File: src/rtl/wiener_calc_mc.sv
// Wiener filter block for multi-channel pixels.
// Latches per-channel block statistics, derives one fixed-point gain per
// channel, then streams TOTAL_SAMPLES pixels through a 2-stage pipeline:
//   out = clamp(mean + ((gain * (x - mean)) >>> GAIN_FRAC), 0, 2^W-1)
// Ports:
//   clk, rst_n              clock, synchronous active-low reset
//   stats_ready             one-cycle pulse, statistics inputs are valid
//   mean_of_block           per-channel mean, channel c at [c*2W +: 2W]
//   variance_of_block       per-channel variance, same layout
//   noise_variance          noise variance shared by all channels
//   blocks_per_frame        blocks per frame (0 is treated as 1)
//   data_in/_valid/_ready   pixel input handshake (ready only while streaming)
//   data_out/_valid         filtered pixel, valid 2 cycles after acceptance
//   data_count_out          pixels accepted in the current block
//   block_done, frame_done  pulses aligned with the block's/frame's last output
//   stats_overrun           pulse when stats_ready was dropped while busy
module wiener_calc_mc #(
  parameter int unsigned DATA_WIDTH    = 8,
  parameter int unsigned TOTAL_SAMPLES = 64,
  parameter int unsigned NUM_CHANNELS  = 3,
  parameter int unsigned GAIN_FRAC     = 8
) (
  input  logic                                clk,
  input  logic                                rst_n,
  input  logic                                stats_ready,
  input  logic [NUM_CHANNELS*2*DATA_WIDTH-1:0] mean_of_block,
  input  logic [NUM_CHANNELS*2*DATA_WIDTH-1:0] variance_of_block,
  input  logic [2*DATA_WIDTH-1:0]             noise_variance,
  input  logic [31:0]                         blocks_per_frame,
  input  logic [NUM_CHANNELS*DATA_WIDTH-1:0]  data_in,
  input  logic                                data_in_valid,
  output logic                                data_in_ready,
  output logic [NUM_CHANNELS*DATA_WIDTH-1:0]  data_out,
  output logic                                data_out_valid,
  output logic [31:0]                         data_count_out,
  output logic                                block_done,
  output logic                                frame_done,
  output logic                                stats_overrun
);

  localparam int unsigned W  = DATA_WIDTH;
  localparam int unsigned C  = NUM_CHANNELS;
  localparam int unsigned GF = GAIN_FRAC;
  localparam int unsigned SW = 2 * W;          // statistics width
  localparam int unsigned NW = SW + GF;        // divider numerator width
  localparam int unsigned GW = GF + 1;         // gain < 2^GF always fits
  localparam int unsigned PW = 2 * W + GF + 2; // signed product width

  typedef enum logic [1:0] {IDLE, GAIN, STREAM} state_t;

  state_t                state_q;
  logic                  ready_q;
  logic [W-1:0]          mean_q  [C];
  logic [SW-1:0]         var_q   [C];
  logic [SW-1:0]         noise_q;
  logic [GW-1:0]         gain_q  [C];
  logic [31:0]           count_q;
  logic [31:0]           blk_q;
  logic                  s1_valid_q;
  logic                  s1_last_q;
  logic signed [PW-1:0]  s1_sum_q [C];
  logic [C*W-1:0]        out_q;
  logic                  out_valid_q;
  logic                  block_done_q;
  logic                  frame_done_q;
  logic                  overrun_q;

  logic                  accept;
  logic                  last_accept;
  logic                  latch_stats;
  logic                  frame_hit;
  logic [31:0]           bpf_eff;
  logic [W-1:0]          mean_sat [C];
  logic [GW-1:0]         gain_d   [C];
  logic signed [PW-1:0]  sum_d    [C];
  logic [C*W-1:0]        out_d;

  assign accept      = data_in_valid && ready_q;
  assign last_accept = accept && (count_q == 32'(TOTAL_SAMPLES - 1));
  // A stats pulse is taken in IDLE, or on the block's last pixel so the next
  // block can start without passing through IDLE.
  assign latch_stats = stats_ready &&
                       ((state_q == IDLE) || ((state_q == STREAM) && last_accept));
  assign bpf_eff     = (blocks_per_frame == 32'd0) ? 32'd1 : blocks_per_frame;
  assign frame_hit   = (blk_q + 32'd1) >= bpf_eff;

  always_comb begin
    for (int unsigned c = 0; c < C; c++) begin
      mean_sat[c] = (|mean_of_block[c*SW+W +: W]) ? '1 : mean_of_block[c*SW +: W];
    end
  end

  always_comb begin
    for (int unsigned c = 0; c < C; c++) begin
      gain_d[c] = '0;
      if (var_q[c] > noise_q) begin
        gain_d[c] = GW'((NW'(var_q[c] - noise_q) << GF) / NW'(var_q[c]));
      end
    end
  end

  // Stage 1 datapath: signed difference, gain product, floor shift, add mean.
  always_comb begin
    logic signed [W:0]    d;
    logic signed [PW-1:0] d_ext;
    logic signed [PW-1:0] g_ext;
    logic signed [PW-1:0] prod;
    for (int unsigned c = 0; c < C; c++) begin
      d        = $signed({1'b0, data_in[c*W +: W]}) - $signed({1'b0, mean_q[c]});
      d_ext    = {{(PW-W-1){d[W]}}, d};
      g_ext    = $signed({{(PW-GW){1'b0}}, gain_q[c]});
      prod     = g_ext * d_ext;
      sum_d[c] = (prod >>> GF) + $signed({{(PW-W){1'b0}}, mean_q[c]});
    end
  end

  // Stage 2 datapath: clamp to the pixel range.
  always_comb begin
    out_d = '0;
    for (int unsigned c = 0; c < C; c++) begin
      if (s1_sum_q[c][PW-1]) begin
        out_d[c*W +: W] = '0;
      end else if (|s1_sum_q[c][PW-2:W]) begin
        out_d[c*W +: W] = '1;
      end else begin
        out_d[c*W +: W] = s1_sum_q[c][W-1:0];
      end
    end
  end

  always_ff @(posedge clk) begin
    if (!rst_n) begin
      state_q      <= IDLE;
      ready_q      <= 1'b0;
      noise_q      <= '0;
      count_q      <= '0;
      blk_q        <= '0;
      s1_valid_q   <= 1'b0;
      s1_last_q    <= 1'b0;
      out_q        <= '0;
      out_valid_q  <= 1'b0;
      block_done_q <= 1'b0;
      frame_done_q <= 1'b0;
      overrun_q    <= 1'b0;
      for (int unsigned c = 0; c < C; c++) begin
        mean_q[c]   <= '0;
        var_q[c]    <= '0;
        gain_q[c]   <= '0;
        s1_sum_q[c] <= '0;
      end
    end else begin
      overrun_q <= 1'b0;

      if (latch_stats) begin
        noise_q <= noise_variance;
        for (int unsigned c = 0; c < C; c++) begin
          mean_q[c] <= mean_sat[c];
          var_q[c]  <= variance_of_block[c*SW +: SW];
        end
      end

      case (state_q)
        IDLE: begin
          if (stats_ready) begin
            state_q <= GAIN;
          end
        end
        GAIN: begin
          for (int unsigned c = 0; c < C; c++) begin
            gain_q[c] <= gain_d[c];
          end
          state_q <= STREAM;
          ready_q <= 1'b1;
          if (stats_ready) begin
            overrun_q <= 1'b1;
          end
        end
        STREAM: begin
          if (last_accept) begin
            state_q <= stats_ready ? GAIN : IDLE;
            ready_q <= 1'b0;
          end else if (stats_ready) begin
            overrun_q <= 1'b1;
          end
        end
        default: begin
          state_q <= IDLE;
          ready_q <= 1'b0;
        end
      endcase

      if (accept) begin
        count_q <= last_accept ? '0 : count_q + 32'd1;
        for (int unsigned c = 0; c < C; c++) begin
          s1_sum_q[c] <= sum_d[c];
        end
      end
      s1_valid_q <= accept;
      s1_last_q  <= last_accept;

      out_valid_q  <= s1_valid_q;
      block_done_q <= s1_valid_q && s1_last_q;
      frame_done_q <= s1_valid_q && s1_last_q && frame_hit;
      if (s1_valid_q) begin
        out_q <= out_d;
      end
      if (s1_valid_q && s1_last_q) begin
        blk_q <= frame_hit ? '0 : blk_q + 32'd1;
      end
    end
  end

  assign data_in_ready  = ready_q;
  assign data_out       = out_q;
  assign data_out_valid = out_valid_q;
  assign data_count_out = count_q;
  assign block_done     = block_done_q;
  assign frame_done     = frame_done_q;
  assign stats_overrun  = overrun_q;

endmodule

File: config.mk
export PLATFORM = sky130hd
export DESIGN_NAME = wiener_calc_mc
export DESIGN_NICKNAME = d
export VERILOG_FILES = /design/src/rtl/wiener_calc_mc.sv
export SDC_FILE = /design/constraint.sdc
export NUM_CORES = 2
export LEC_CHECK = 0
export ABC_CLOCK_PERIOD_IN_PS = 72600
export CAP_MARGIN = 40
export CORE_ASPECT_RATIO = 0.8
export CORE_MARGIN = 2
export CORE_UTILIZATION = 35
export DETAILED_ROUTE_END_ITERATION = 8
export GPL_ROUTABILITY_DRIVEN = 0
export MAX_ROUTING_LAYER = met4
export PLACE_DENSITY = 0.62
export SLEW_MARGIN = 15
export SYNTH_ARGS = -nofsm -noshare
export SYNTH_HDL_FRONTEND = slang
export SYNTH_SLANG_ARGS = --single-unit
File: constraint.sdc
create_clock -name clk -period 72.6 [get_ports clk]
set_clock_uncertainty 0.15 [all_clocks]
set_input_delay 10.89 -clock clk [delete_from_list [all_inputs] [get_ports clk]]
set_output_delay 10.89 -clock clk [all_outputs]
set_load 0.05 [all_outputs]
==> results.sh, run 1 <==
export IMPL_status="did not finish"
export IMPL_failing_step="detailed routing (5_2_route)"
export IMPL_error="[ERROR DRT-0255] Maze Route cannot find path of net clk in worker of routeBox ( 483000 96600 ) ( 491910 144900 )."
export IMPL_hold_buffers=0
export IMPL_clock_path_buffers=3
export IMPL_place_port_buffers=232
export IMPL_syn_inst=8713
export IMPL_antenna_found_initial=6
export IMPL_fp_dieH_um=394
export IMPL_syn_nets=10096
export IMPL_grt_overflow=0
export IMPL_grt_max_degree=55
export IMPL_grt_first_pass_wirelength_mm=354
export IMPL_seq_area_frac_synth=0.0948
export IMPL_cts_setup_buffers=0
export IMPL_h_tree_depth=2
export IMPL_synth_edff_count=135
export IMPL_avgSynthCellArea_um2=7.65
export IMPL_pre_cts_slack_ns=10.78
export IMPL_start_util=0.351
export IMPL_async_flop_share=0
export IMPL_yosysWarnings=0
export IMPL_grt_util_all_layers=0.230
export IMPL_cts_buffers=35
export IMPL_post_cts_resized=0
export IMPL_die_w_um=492
export IMPL_rows=143
export IMPL_hpwlAfterDp_mm=181
export IMPL_yosysUniqueCellTypes=132
export IMPL_ys_seq_elements=248
export IMPL_num_io_pins=233
export IMPL_cts_root_buf="clkbuf_16"
export IMPL_synthFlopType="edfxtp_1"
export IMPL_grt_pass1_vias=63286
export IMPL_clock_sinks=248
export IMPL_synth_area_um2=66700
[per-stage QoR]
step	std cells	util	cell area, um^2
after global routing	11468	0.388	73500
after CTS	11464	0.388	73500
after detailed placement	11402	0.382	72400
after global placement	11383	0.380	72100
after floorplan	8713	-	66700
[layer usage]
metal and global-route usage:
met4 0.0855, met5 -, met3 0.0232, met1 0.313, met2 0.351
[logic make-up after synthesis]
family                     share of synthesized area
and+or+nand+nor                                0.222
xor gates and xnor gates                      0.0813
muxes                                         0.0573
DFF                                           0.0948
AOI/OAI and AO/OA                              0.258
adders and majority gates                      0.246
buffers and inverters                         0.0410
[synthesized netlist by cell type (19+ instances only)]
cell / number / area [um^2]
and3_1: 69 / 432
fa_1: 159 / 3180
and2_1: 202 / 1260
o21ai_1: 36 / 180
nor3_1: 269 / 1350
or2_2: 58 / 363
nand4_1: 81 / 507
a211oi_1: 74 / 556
ha_1: 1052 / 13200
nor2_1: 882 / 3310
xor2_1: 231 / 2020
nand3b_1: 21 / 158
xnor2_1: 386 / 3380
o21ai_0: 395 / 1980
or3_1: 93 / 582
nor4_1: 57 / 357
nand2b_1: 143 / 895
buf_1: 19 / 71.3
mux2i_1: 99 / 991
a211o_1: 27 / 236
nor2b_1: 93 / 582
clkbuf_1: 146 / 548
o21a_1: 268 / 2010
o211ai_1: 77 / 578
o2111ai_1: 24 / 210
buf_2: 19 / 95.1
a21oi_1: 640 / 3200
a21o_1: 352 / 2640
nand3_1: 194 / 971
o31a_1: 21 / 184
edfxtp_1: 135 / 4050
dfxtp_1: 113 / 2260
o22ai_1: 21 / 131
a311oi_1: 21 / 184
a31oi_1: 67 / 419
mux2_2: 229 / 2580
o21bai_1: 73 / 548
o31ai_1: 96 / 721
inv_1: 510 / 1910
nand2_1: 729 / 2740
a21boi_0: 45 / 338
or4_1: 25 / 188
o211a_1: 21 / 210
==> run 2: changes to the inputs <==
--- a/config.mk
+++ b/config.mk
@@ -7,13 +7,11 @@
 export LEC_CHECK = 0
 export ABC_CLOCK_PERIOD_IN_PS = 72600
 export CAP_MARGIN = 40
-export CORE_ASPECT_RATIO = 0.8
 export CORE_MARGIN = 2
-export CORE_UTILIZATION = 35
+export CORE_UTILIZATION = 20
 export DETAILED_ROUTE_END_ITERATION = 8
 export GPL_ROUTABILITY_DRIVEN = 0
-export MAX_ROUTING_LAYER = met4
-export PLACE_DENSITY = 0.62
+export PLACE_DENSITY_LB_ADDON = 0.15
 export SLEW_MARGIN = 15
 export SYNTH_ARGS = -nofsm -noshare
 export SYNTH_HDL_FRONTEND = slang
==> results.sh, run 2 <==
export IMPL_synthFlopType="edfxtp_1"
export IMPL_grt_max_degree=55
export IMPL_rr_worst_depth=243
export IMPL_async_flop_share=0
export IMPL_area_growth_pct=14.6
export IMPL_fin_crit_sh=0.865
export IMPL_post_cts_resized=0
export IMPL_required_ns=72.83
export IMPL_rsz0062_at_grt="no"
export IMPL_critPathLaunch="var_q[0][8]$_SDFFCE_PN0P_"
export IMPL_r2r_end="gain_q[0][0]$_SDFFCE_PP0P_"
export IMPL_vias_per_cell=4.89
export IMPL_clock_sinks=248
export IMPL_crit_fanout=29
export IMPL_start_util=0.201
export IMPL_critPathCapture="gain_q[0][0]$_SDFFCE_PP0P_"
export IMPL_path_common_cell="o21a_1"
export IMPL_h_tree_depth=2
export IMPL_yosysUniqueCellTypes=132
export IMPL_synth_top_family_by_area="compound AO/OA/AOI/OAI gates"
export IMPL_die_w_um=581
export IMPL_ys_seq_elements=248
export IMPL_hold_buffers=0
export IMPL_avgSynthCellArea_um2=7.65
export IMPL_num_io_pins=233
export IMPL_synth_edff_count=135
export IMPL_register_area_um2=6320
export IMPL_cp_arrival_ns=63.06
export IMPL_layout_common_cells="ha_1, nor2_1, nand2_1"
export IMPL_syn_inst=8713
export IMPL_setup_tns_final_ns=0
export IMPL_final_common_cell="ha_1"
export IMPL_clock_latency_ns=0.70
export IMPL_grt_util_all_layers=0.153
export IMPL_r2r_setup_slack_ns=9.77
export IMPL_largest_reg_flops=48
export IMPL_synth_area_mux_share=0.0573
export IMPL_grt_overflow=0
export IMPL_synth_area_um2=66700
export IMPL_hpwlAfterDp_mm=217
export IMPL_final_layout_size_suffix_gt1_frac=0.0713
export IMPL_synth_common_cells="ha_1, nor2_1, nand2_1, a21oi_1, inv_1"
export IMPL_coreArea_um2=331000
export IMPL_max_freq_mhz=15.9
export IMPL_nFillCells=36607
export IMPL_cts_root_buf="clkbuf_16"
export IMPL_maxSlewViolCount=0
export IMPL_tightestPinTransition_ns=0.942
export IMPL_yosysWarnings=0
export IMPL_nets=10325
export IMPL_finalHoldViolCount=0
export IMPL_seq_area_frac_synth=0.0948
export IMPL_max_stage_delay_ns=0.79
export IMPL_clock_path_buffers=3
export IMPL_die_area_um2=338000
export IMPL_synth_compound_area_frac=0.258
export IMPL_period_needed_ns=62.83
export IMPL_synth_top_area_cell="ha_1"
export IMPL_synth_fa_ha_area_frac=0.246
export IMPL_hold_class="register to register"
export IMPL_netlist_area_leader_share=0.197
export IMPL_grt_first_pass_wirelength_mm=403
export IMPL_fp_dieH_um=581
export IMPL_top_regs="var_q x48, s1_sum_q x36"
export IMPL_yosysMostFrequentCell="ha_1"
export IMPL_r2r_start="var_q[0][8]$_SDFFCE_PN0P_"
export IMPL_num_vias=65324
export IMPL_drt_iter0_markers=3980
export IMPL_synth_area_top_cells="ha_1, edfxtp_1, xnor2_1"
export IMPL_status="finished, final reports clean"
export IMPL_antenna_found_initial=16
export IMPL_synthSimpleGateAreaFrac=0.222
export IMPL_drc=0
export IMPL_cp_start_kind="register"
export IMPL_cts_buffers=43
export IMPL_cts_tree="yes"
export IMPL_synth_xor_area_share=0.0813
export IMPL_max_cap_violations=0
export IMPL_largest_register="var_q"
export IMPL_clk_pin_slew_ns=0.06
export IMPL_timing_slew_headroom=0.356
export IMPL_syn_nets=10096
export IMPL_rows=211
export IMPL_crit_path_end_kind="register"
export IMPL_cp_slowest_cell="a2111oi_0"
export IMPL_worstSetupPathType="register to register"
export IMPL_ant_nets=0
export IMPL_multi_input_area_um2=57700
export IMPL_setup_viol=0
export IMPL_place_port_buffers=232
export IMPL_grt_pass1_vias=64752
export IMPL_cts_setup_buffers=0
export IMPL_wl_per_cell_um=20.0
export IMPL_routed_wl_mm=267
export IMPL_dr_pass1_iters=6
## run 2: logic make-up after synthesis
group                      count (synthesis)
buffers and inverters                    709
muxes                                    346
xor gates and xnor gates                 618
AOI/OAI and AO/OA                       2546
adders and majority gates               1215
DFF                                      248
and+or+nand+nor                         3031
## run 2: critical path: cells and delay by family (launching register included)
family	cells	cell delay, ns
xor gates and xnor gates	2	0.48
DFF	1	0.57
AOI/OAI and AO/OA	139	34.91
buffers and inverters	10	2.20
adders and majority gates	26	8.21
and+or+nand+nor	59	13.80
muxes	7	1.97
## run 2: cell type report
| class | count | area share |
|---|---|---|
| tap | 4366 | 0.0715 |
| multi-input combinational | 7756 | 0.755 |
| clock inverter | 27 | 0.00390 |
| sequential | 248 | 0.0827 |
| clock buffer | 53 | 0.0151 |
| inverter | 517 | 0.0254 |
| antenna | 13 | 0.000426 |
| timing repair buffer | 376 | 0.0461 |
## run 2: worst min-delay path by stage
stage,slack (ns),end,from,cells past startpoint
final,0.31,blk_q[17]$_SDFFE_PN0P_,blk_q[17]$_SDFFE_PN0P_,2
after global routing,0.32,blk_q[17]$_SDFFE_PN0P_,blk_q[17]$_SDFFE_PN0P_,2
after floorplan,0.28,blk_q[17]$_SDFFE_PN0P_,blk_q[17]$_SDFFE_PN0P_,2
after global placement,0.29,blk_q[17]$_SDFFE_PN0P_,blk_q[17]$_SDFFE_PN0P_,2
after detailed placement,0.30,blk_q[17]$_SDFFE_PN0P_,blk_q[17]$_SDFFE_PN0P_,2
after CTS,0.31,blk_q[17]$_SDFFE_PN0P_,blk_q[17]$_SDFFE_PN0P_,2
## run 2: per-stage QoR
step	worst slack, ns	hold slack (ns)	instance area (um^2)	util	std cells
6_report	9.77	0.305	76400	0.231	13356
5_1_grt	4.29	0.317	76400	0.231	13353
4_1_cts	9.67	0.308	76300	0.231	13338
3_5_place_dp	9.89	0.300	74900	0.226	13258
3_3_place_gp	9.36	0.290	74600	0.225	13231
2_1_floorplan	16.70	0.282	66700	-	8713
## run 2: routing by layer
metal  up-vias  track usage  wire length, um
met3       204       0.0133             8540
met2      1180        0.261           124000
met1     31406        0.209           129000
met5         -            0                0
met4         0       0.0264             4810
li1      32534            -                -
Power of run 2 is not shown: default switching activity piles up to over one toggle a cycle in this logic, so the estimate is an artifact.
